==> src/rtl/pwm_timer_pkg.sv <==
// Shared constants for the buzzer PWM/beep timer.
package pwm_timer_pkg;

  // Timer FSM state encoding
  localparam logic [0:0] ST_IDLE = 1'b0;
  localparam logic [0:0] ST_RUN  = 1'b1;

  // Mode input / shadow encoding
  localparam logic [0:0] MODE_ONESHOT  = 1'b0;
  localparam logic [0:0] MODE_PERIODIC = 1'b1;

endpackage

==> src/rtl/clk_en_prescaler.sv <==
// Clock-enable prescaler: while running, ce pulses once every (prescale+1) clk.
// prescale is used live; the >= compare keeps ce firing if prescale is lowered
// below the current count, so the counter never has to wrap around PRE_W.
module clk_en_prescaler #(
  parameter int unsigned PRE_W = 16
) (
  input  logic             clk,
  input  logic             rst,
  input  logic             clr,
  input  logic             run,
  input  logic [PRE_W-1:0] prescale,
  output logic             ce
);

  logic [PRE_W-1:0] pre_cnt_q;
  logic [PRE_W-1:0] pre_cnt_d;

  // Enable decode and next prescaler count
  always_comb begin
    ce        = run && (pre_cnt_q >= prescale);
    pre_cnt_d = pre_cnt_q;
    if (clr || ce) begin
      pre_cnt_d = '0;
    end else if (run) begin
      pre_cnt_d = pre_cnt_q + 1'b1;
    end
  end

  // Prescaler count register with synchronous reset
  always_ff @(posedge clk) begin
    if (rst) begin
      pre_cnt_q <= '0;
    end else begin
      pre_cnt_q <= pre_cnt_d;
    end
  end

endmodule

==> src/rtl/pwm_beep_timer.sv <==
// Buzzer timer/PWM generator: prescaled main counter, IDLE/RUN FSM,
// shadow-registered period/duty/mode, registered terminal tick, sticky done.
module pwm_beep_timer
  import pwm_timer_pkg::*;
#(
  parameter int unsigned CNT_W = 32,
  parameter int unsigned PRE_W = 16
) (
  input  logic             clk,
  input  logic             rst,
  input  logic [CNT_W-1:0] period,
  input  logic [CNT_W-1:0] duty,
  input  logic [PRE_W-1:0] prescale,
  input  logic             mode,
  input  logic             start,
  input  logic             stop,
  output logic [CNT_W-1:0] cnt_now,
  output logic             tick,
  output logic             busy,
  output logic             done,
  output logic             pwm_out
);

  logic [0:0]       state_q,  state_d;
  logic [CNT_W-1:0] cnt_q,    cnt_d;
  logic [CNT_W-1:0] period_q, period_d;
  logic [CNT_W-1:0] duty_q,   duty_d;
  logic             mode_q,   mode_d;
  logic             tick_q,   tick_d;
  logic             done_q,   done_d;
  logic             run;
  logic             ce;

  assign run = (state_q == ST_RUN);

  clk_en_prescaler #(
    .PRE_W (PRE_W)
  ) u_prescaler (
    .clk      (clk),
    .rst      (rst),
    .clr      (start || stop),
    .run      (run),
    .prescale (prescale),
    .ce       (ce)
  );

  // FSM, counter and shadow next-state; stop beats start, start beats ce
  always_comb begin
    state_d  = state_q;
    cnt_d    = cnt_q;
    period_d = period_q;
    duty_d   = duty_q;
    mode_d   = mode_q;
    done_d   = done_q;
    tick_d   = 1'b0;
    if (stop) begin
      state_d = ST_IDLE;
      cnt_d   = '0;
    end else if (start) begin
      state_d  = ST_RUN;
      cnt_d    = '0;
      done_d   = 1'b0;
      period_d = period;
      duty_d   = duty;
      mode_d   = mode;
    end else if (run && ce) begin
      if (cnt_q == period_q) begin
        tick_d = 1'b1;
        cnt_d  = '0;
        if (mode_q == MODE_PERIODIC) begin
          period_d = period;
          duty_d   = duty;
          mode_d   = mode;
        end else begin
          state_d = ST_IDLE;
          done_d  = 1'b1;
        end
      end else begin
        cnt_d = cnt_q + 1'b1;
      end
    end
  end

  // State registers with synchronous reset
  always_ff @(posedge clk) begin
    if (rst) begin
      state_q  <= ST_IDLE;
      cnt_q    <= '0;
      period_q <= '0;
      duty_q   <= '0;
      mode_q   <= MODE_ONESHOT;
      tick_q   <= 1'b0;
      done_q   <= 1'b0;
    end else begin
      state_q  <= state_d;
      cnt_q    <= cnt_d;
      period_q <= period_d;
      duty_q   <= duty_d;
      mode_q   <= mode_d;
      tick_q   <= tick_d;
      done_q   <= done_d;
    end
  end

  // Outputs decode from registers only, so pwm_out cannot glitch
  assign pwm_out = run && (cnt_q < duty_q);
  assign busy    = run;
  assign cnt_now = cnt_q;
  assign tick    = tick_q;
  assign done    = done_q;

endmodule
==> config.mk <==
export PLATFORM = sky130hd
export DESIGN_NAME = pwm_beep_timer
export DESIGN_NICKNAME = d
export VERILOG_FILES = /design/src/rtl/pwm_timer_pkg.sv /design/src/rtl/clk_en_prescaler.sv /design/src/rtl/pwm_beep_timer.sv
export SDC_FILE = /design/constraint.sdc
export NUM_CORES = 1
export LEC_CHECK = 0
export ABC_CLOCK_PERIOD_IN_PS = 5750
export BUFFER_PORTS_ARGS = -buffer_cell sky130_fd_sc_hd__buf_2
export CAP_MARGIN = 20
export CELL_PAD_IN_SITES_DETAIL_PLACEMENT = 0
export CELL_PAD_IN_SITES_GLOBAL_PLACEMENT = 2
export CORE_MARGIN = 5
export CORE_UTILIZATION = 36
export DETAILED_ROUTE_END_ITERATION = 8
export PLACE_DENSITY = 0.94
export SYNTH_ARGS = -nofsm -noshare
export SYNTH_HDL_FRONTEND = slang
export SYNTH_SLANG_ARGS = --single-unit
==> constraint.sdc <==
create_clock -name clk -period 5.75 [get_ports clk]
set_input_delay 0.575 -clock clk [delete_from_list [all_inputs] [get_ports clk]]
set_output_delay 0.575 -clock clk [all_outputs]
set_load 0.05 [all_outputs]
==> impl_metrics.json <==
{
  "layout.cells.most_common_list": "126 x sky130_fd_sc_hd__nor2_1, 120 x sky130_fd_sc_hd__buf_2, 116 x sky130_fd_sc_hd__dfxtp_1",
  "outcome": "finished, final reports clean",
  "clkLatencyLatePin_ps": 420,
  "internal_power_uw": 1710,
  "final_net_count": 941,
  "post_cts_hold_buffer_count": 0,
  "mostFrequentLayoutCell": "sky130_fd_sc_hd__nor2_1",
  "drt_drc_violations_left": 0,
  "cts_made_buffers": 17,
  "synth.top_cell.area_share": 0.380,
  "synth-main-ff-cell": "sky130_fd_sc_hd__dfxtp_1",
  "mappedNetlistNets": 823,
  "switching_share_of_power": 0.210,
  "arrival_time_of_the_worst_setup_path_ps": 3040,
  "drt_pass1_iterations": 5,
  "dp_hpwl_um": 11600,
  "core-area_um2": 16600,
  "startpoint": "cnt_now[1]",
  "yosysTopAreaCell": "sky130_fd_sc_hd__dfxtp_1",
  "initial_utilization": 0.368,
  "via_count": 4968,
  "postRouteWirelength_um": 15500,
  "peakVddDrop_mv": 0.196,
  "clock_tree_from_tritoncts": "built",
  "sequential_cell_area_um2": 2320,
  "worstSetupStartpointType": "flip-flop",
  "worst_clock_skew_on_the_final_layout_ps": 21.2,
  "timing.final.crit_period_ps": 3620,
  "antenna_found_initial": 0,
  "pwr-share-comb": 0.069,
  "synth_area_um2": 6110,
  "yosysUniqueCellTypes": 47,
  "clk_path_buf_depth": 2,
  "cts.repair.resized": 0,
  "total_grt_overflow": 0,
  "clock_power_share": 0.541,
  "synth_enable_flop_cells": 0,
  "filler_cell_count": 1667,
  "timing.critical_path.required_ps": 5180,
  "cts.htree.levels": 4,
  "worst_setup_hold_path_clk_slew_ps": 60,
  "ios": 121,
  "clock_sink_count": 116,
  "crit_path_end_kind": "output port",
  "wire_per_inst_um": 14.9,
  "fmax_ghz": 0.276,
  "finalHoldViolCount": 0,
  "cts_setup_buffers": 0,
  "syn_inst": 689,
  "fraction_of_final_layout_cells_with_drive_strength_greater_than_1": 0.202,
  "crit_end": "pwm_out",
  "route.antenna.remaining_nets": 0,
  "cts-root-buf": "sky130_fd_sc_hd__clkbuf_16",
  "synthesis.area_per_instance_um2": 8.86,
  "worst_slew_margin_rel": 0.493,
  "synth_seq_area_share": 0.380,
  "drtIter0Drc": 250,
  "crit_fanout": 8,
  "fp-row-count": 47,
  "setup.reg_to_reg.worst_slack_ps": 2500,
  "seq_power_share": 0.390,
  "first_global_vias": 4818,
  "crit_path_class": "flip-flop to output port",
  "synth_seq_cells": 116,
  "synth_warnings": 0,
  "netlist_top_cells_area": "sky130_fd_sc_hd__dfxtp_1 38%, sky130_fd_sc_hd__mux2i_1 11%, sky130_fd_sc_hd__ha_1 10%",
  "capturing_point_of_the_worst_reg2reg_path": "period_q[15]",
  "layout-area-overhead-vs-synth_pct": 24.4,
  "worstRegToRegCells": 10,
  "multiInputGateArea_um2": 3460,
  "synth_async_sr_flop_share": 0,
  "gpl_wtd_cong": 0.778,
  "numPortBuffers": 120,
  "crit-reg2reg-launch": "u_prescaler.pre_cnt_q[0]",
  "timing.final.max_slew_violations": 0,
  "p_per_area_nw_per_um2": 285,
  "grt_start_max_net_pins": 69,
  "leakage_uw": 0.00372,
  "report.power.total_uw": 2170,
  "setup-violations-final": 0,
  "finalSetupTns_ps": 0,
  "post_drt_via_cell_ratio": 4.77,
  "floorplan.die.height_um": 140,
  "die_w_um": 140,
  "maxCapViolCount": 0,
  "total_switching_power_uw": 455,
  "grt_setup_unrepaired": "false",
  "transition_time_at_the_pin_with_the_least_slew_margin_ps": 753,
  "hold_path_class": "input port to flip-flop",
  "design.die.area_um2": 19700,
  "grt.total_usage": 0.162,
  "wire_length_of_the_first_global_routing_pass_um": 25300,
  "final.period_utilization": 0.629
}
==> power by group through the flow <==
stage	Sequential [µW]	Combinational, µW	Clock (µW)
6_report	843	150	1170
5_1_grt	846	171	1240
3_3_place_gp	860	149	0
4_1_cts	843	152	1200
2_1_floorplan	856	98.9	0
3_5_place_dp	860	151	0
==> routing by layer <==
metal / part of all wire / GRT usage / vias to the layer above / wire (µm)
li1: - / - / 2592 / -
met1: 0.48 / 0.222 / 2246 / 7510
met2: 0.45 / 0.248 / 120 / 6990
met3: 0.059 / 0.0446 / 10 / 918
met4: 0.0087 / 0.0484 / 0 / 136
met5: 0 / 0 / - / 0
==> per-stage QoR <==
step	instances	setup slack, ps	hold slack [ps]	instance area [µm²]	utilization
3_5_place_dp	1007	2310	483	6900	0.416
3_3_place_gp	1007	2380	477	6900	0.416
5_1_grt	1040	1990	381	7590	0.458
2_1_floorplan	689	1880	463	6110	-
4_1_cts	1039	2070	377	7560	0.456
6_report	1042	2130	384	7590	0.458
==> worst min path at each step <==
stage / from / cells after the start / slack, ps / endpoint
CTS: period[5] / 3 / 380 / period_q[5]
floorplan: duty_q[10] / 2 / 460 / duty_q[10]
global route: period[13] / 3 / 380 / period_q[13]
detailed placement: duty_q[7] / 2 / 480 / duty_q[7]
finish: duty[14] / 3 / 380 / duty_q[14]
global placement: duty_q[7] / 2 / 480 / duty_q[7]
==> sequential cells by signal (all words and copies together), names as in the netlist <==
name,count
cnt_now,32
duty_q,32
period_q,32
u_prescaler.pre_cnt_q,16
busy,1
done,1
mode_q,1
tick,1
==> synthesized netlist by cell type, types with 2 or more instances <==
| cell | n |
|---|---|
| sky130_fd_sc_hd__a211oi_1 | 2 |
| sky130_fd_sc_hd__a21o_1 | 11 |
| sky130_fd_sc_hd__a21oi_1 | 21 |
| sky130_fd_sc_hd__and3_1 | 7 |
| sky130_fd_sc_hd__and4_1 | 2 |
| sky130_fd_sc_hd__buf_4 | 6 |
| sky130_fd_sc_hd__clkbuf_1 | 18 |
| sky130_fd_sc_hd__dfxtp_1 | 116 |
| sky130_fd_sc_hd__ha_1 | 49 |
| sky130_fd_sc_hd__inv_1 | 56 |
| sky130_fd_sc_hd__mux2i_1 | 66 |
| sky130_fd_sc_hd__nand2_1 | 25 |
| sky130_fd_sc_hd__nand2b_1 | 2 |
| sky130_fd_sc_hd__nand3_1 | 12 |
| sky130_fd_sc_hd__nand4_1 | 24 |
| sky130_fd_sc_hd__nor2_1 | 126 |
| sky130_fd_sc_hd__nor2b_1 | 2 |
| sky130_fd_sc_hd__nor3_1 | 11 |
| sky130_fd_sc_hd__nor4_1 | 17 |
| sky130_fd_sc_hd__o21a_1 | 2 |
| sky130_fd_sc_hd__o21ai_0 | 14 |
| sky130_fd_sc_hd__or3_1 | 5 |
| sky130_fd_sc_hd__or3_2 | 2 |
| sky130_fd_sc_hd__xnor2_1 | 28 |
| sky130_fd_sc_hd__xor2_1 | 43 |
==> cell families (layout without fill, tap and decap cells) <==
| logic type | Yosys count | after routing | share of synthesized area |
|---|---|---|---|
| xor gates and xnor gates | 71 | 71 | 0.102 |
| DFF | 116 | 116 | 0.380 |
| buffers and inverters | 82 | 213 | 0.0555 |
| adders and majority gates | 49 | 49 | 0.100 |
| other | 0 | 2 | 0 |
| AOI/OAI and AO/OA | 61 | 61 | 0.0623 |
| muxes | 66 | 66 | 0.108 |
| and+or+nand+nor | 244 | 244 | 0.191 |
==> critical path, stage by stage (launching register included) <==
cell                       delay, ps
sky130_fd_sc_hd__dfxtp_1         570
sky130_fd_sc_hd__ha_1            310
sky130_fd_sc_hd__a21o_1          160
sky130_fd_sc_hd__a21oi_1         150
sky130_fd_sc_hd__o21ai_0         170
sky130_fd_sc_hd__and3_1          250
sky130_fd_sc_hd__o311a_1         350
sky130_fd_sc_hd__a211oi_1        330
sky130_fd_sc_hd__buf_2           330
==> cell type report <==
cell class / instances / share of cell area
inverters: 56 / 0.0277
well taps: 220 / 0.0362
repair buffers: 125 / 0.0867
clock inverters: 10 / 0.0231
diodes: 2 / 0.000659
multi-input cells: 491 / 0.456
flip-flops and latches: 116 / 0.306
clock buffers: 22 / 0.0638
Power figures use the tool's default switching activity.
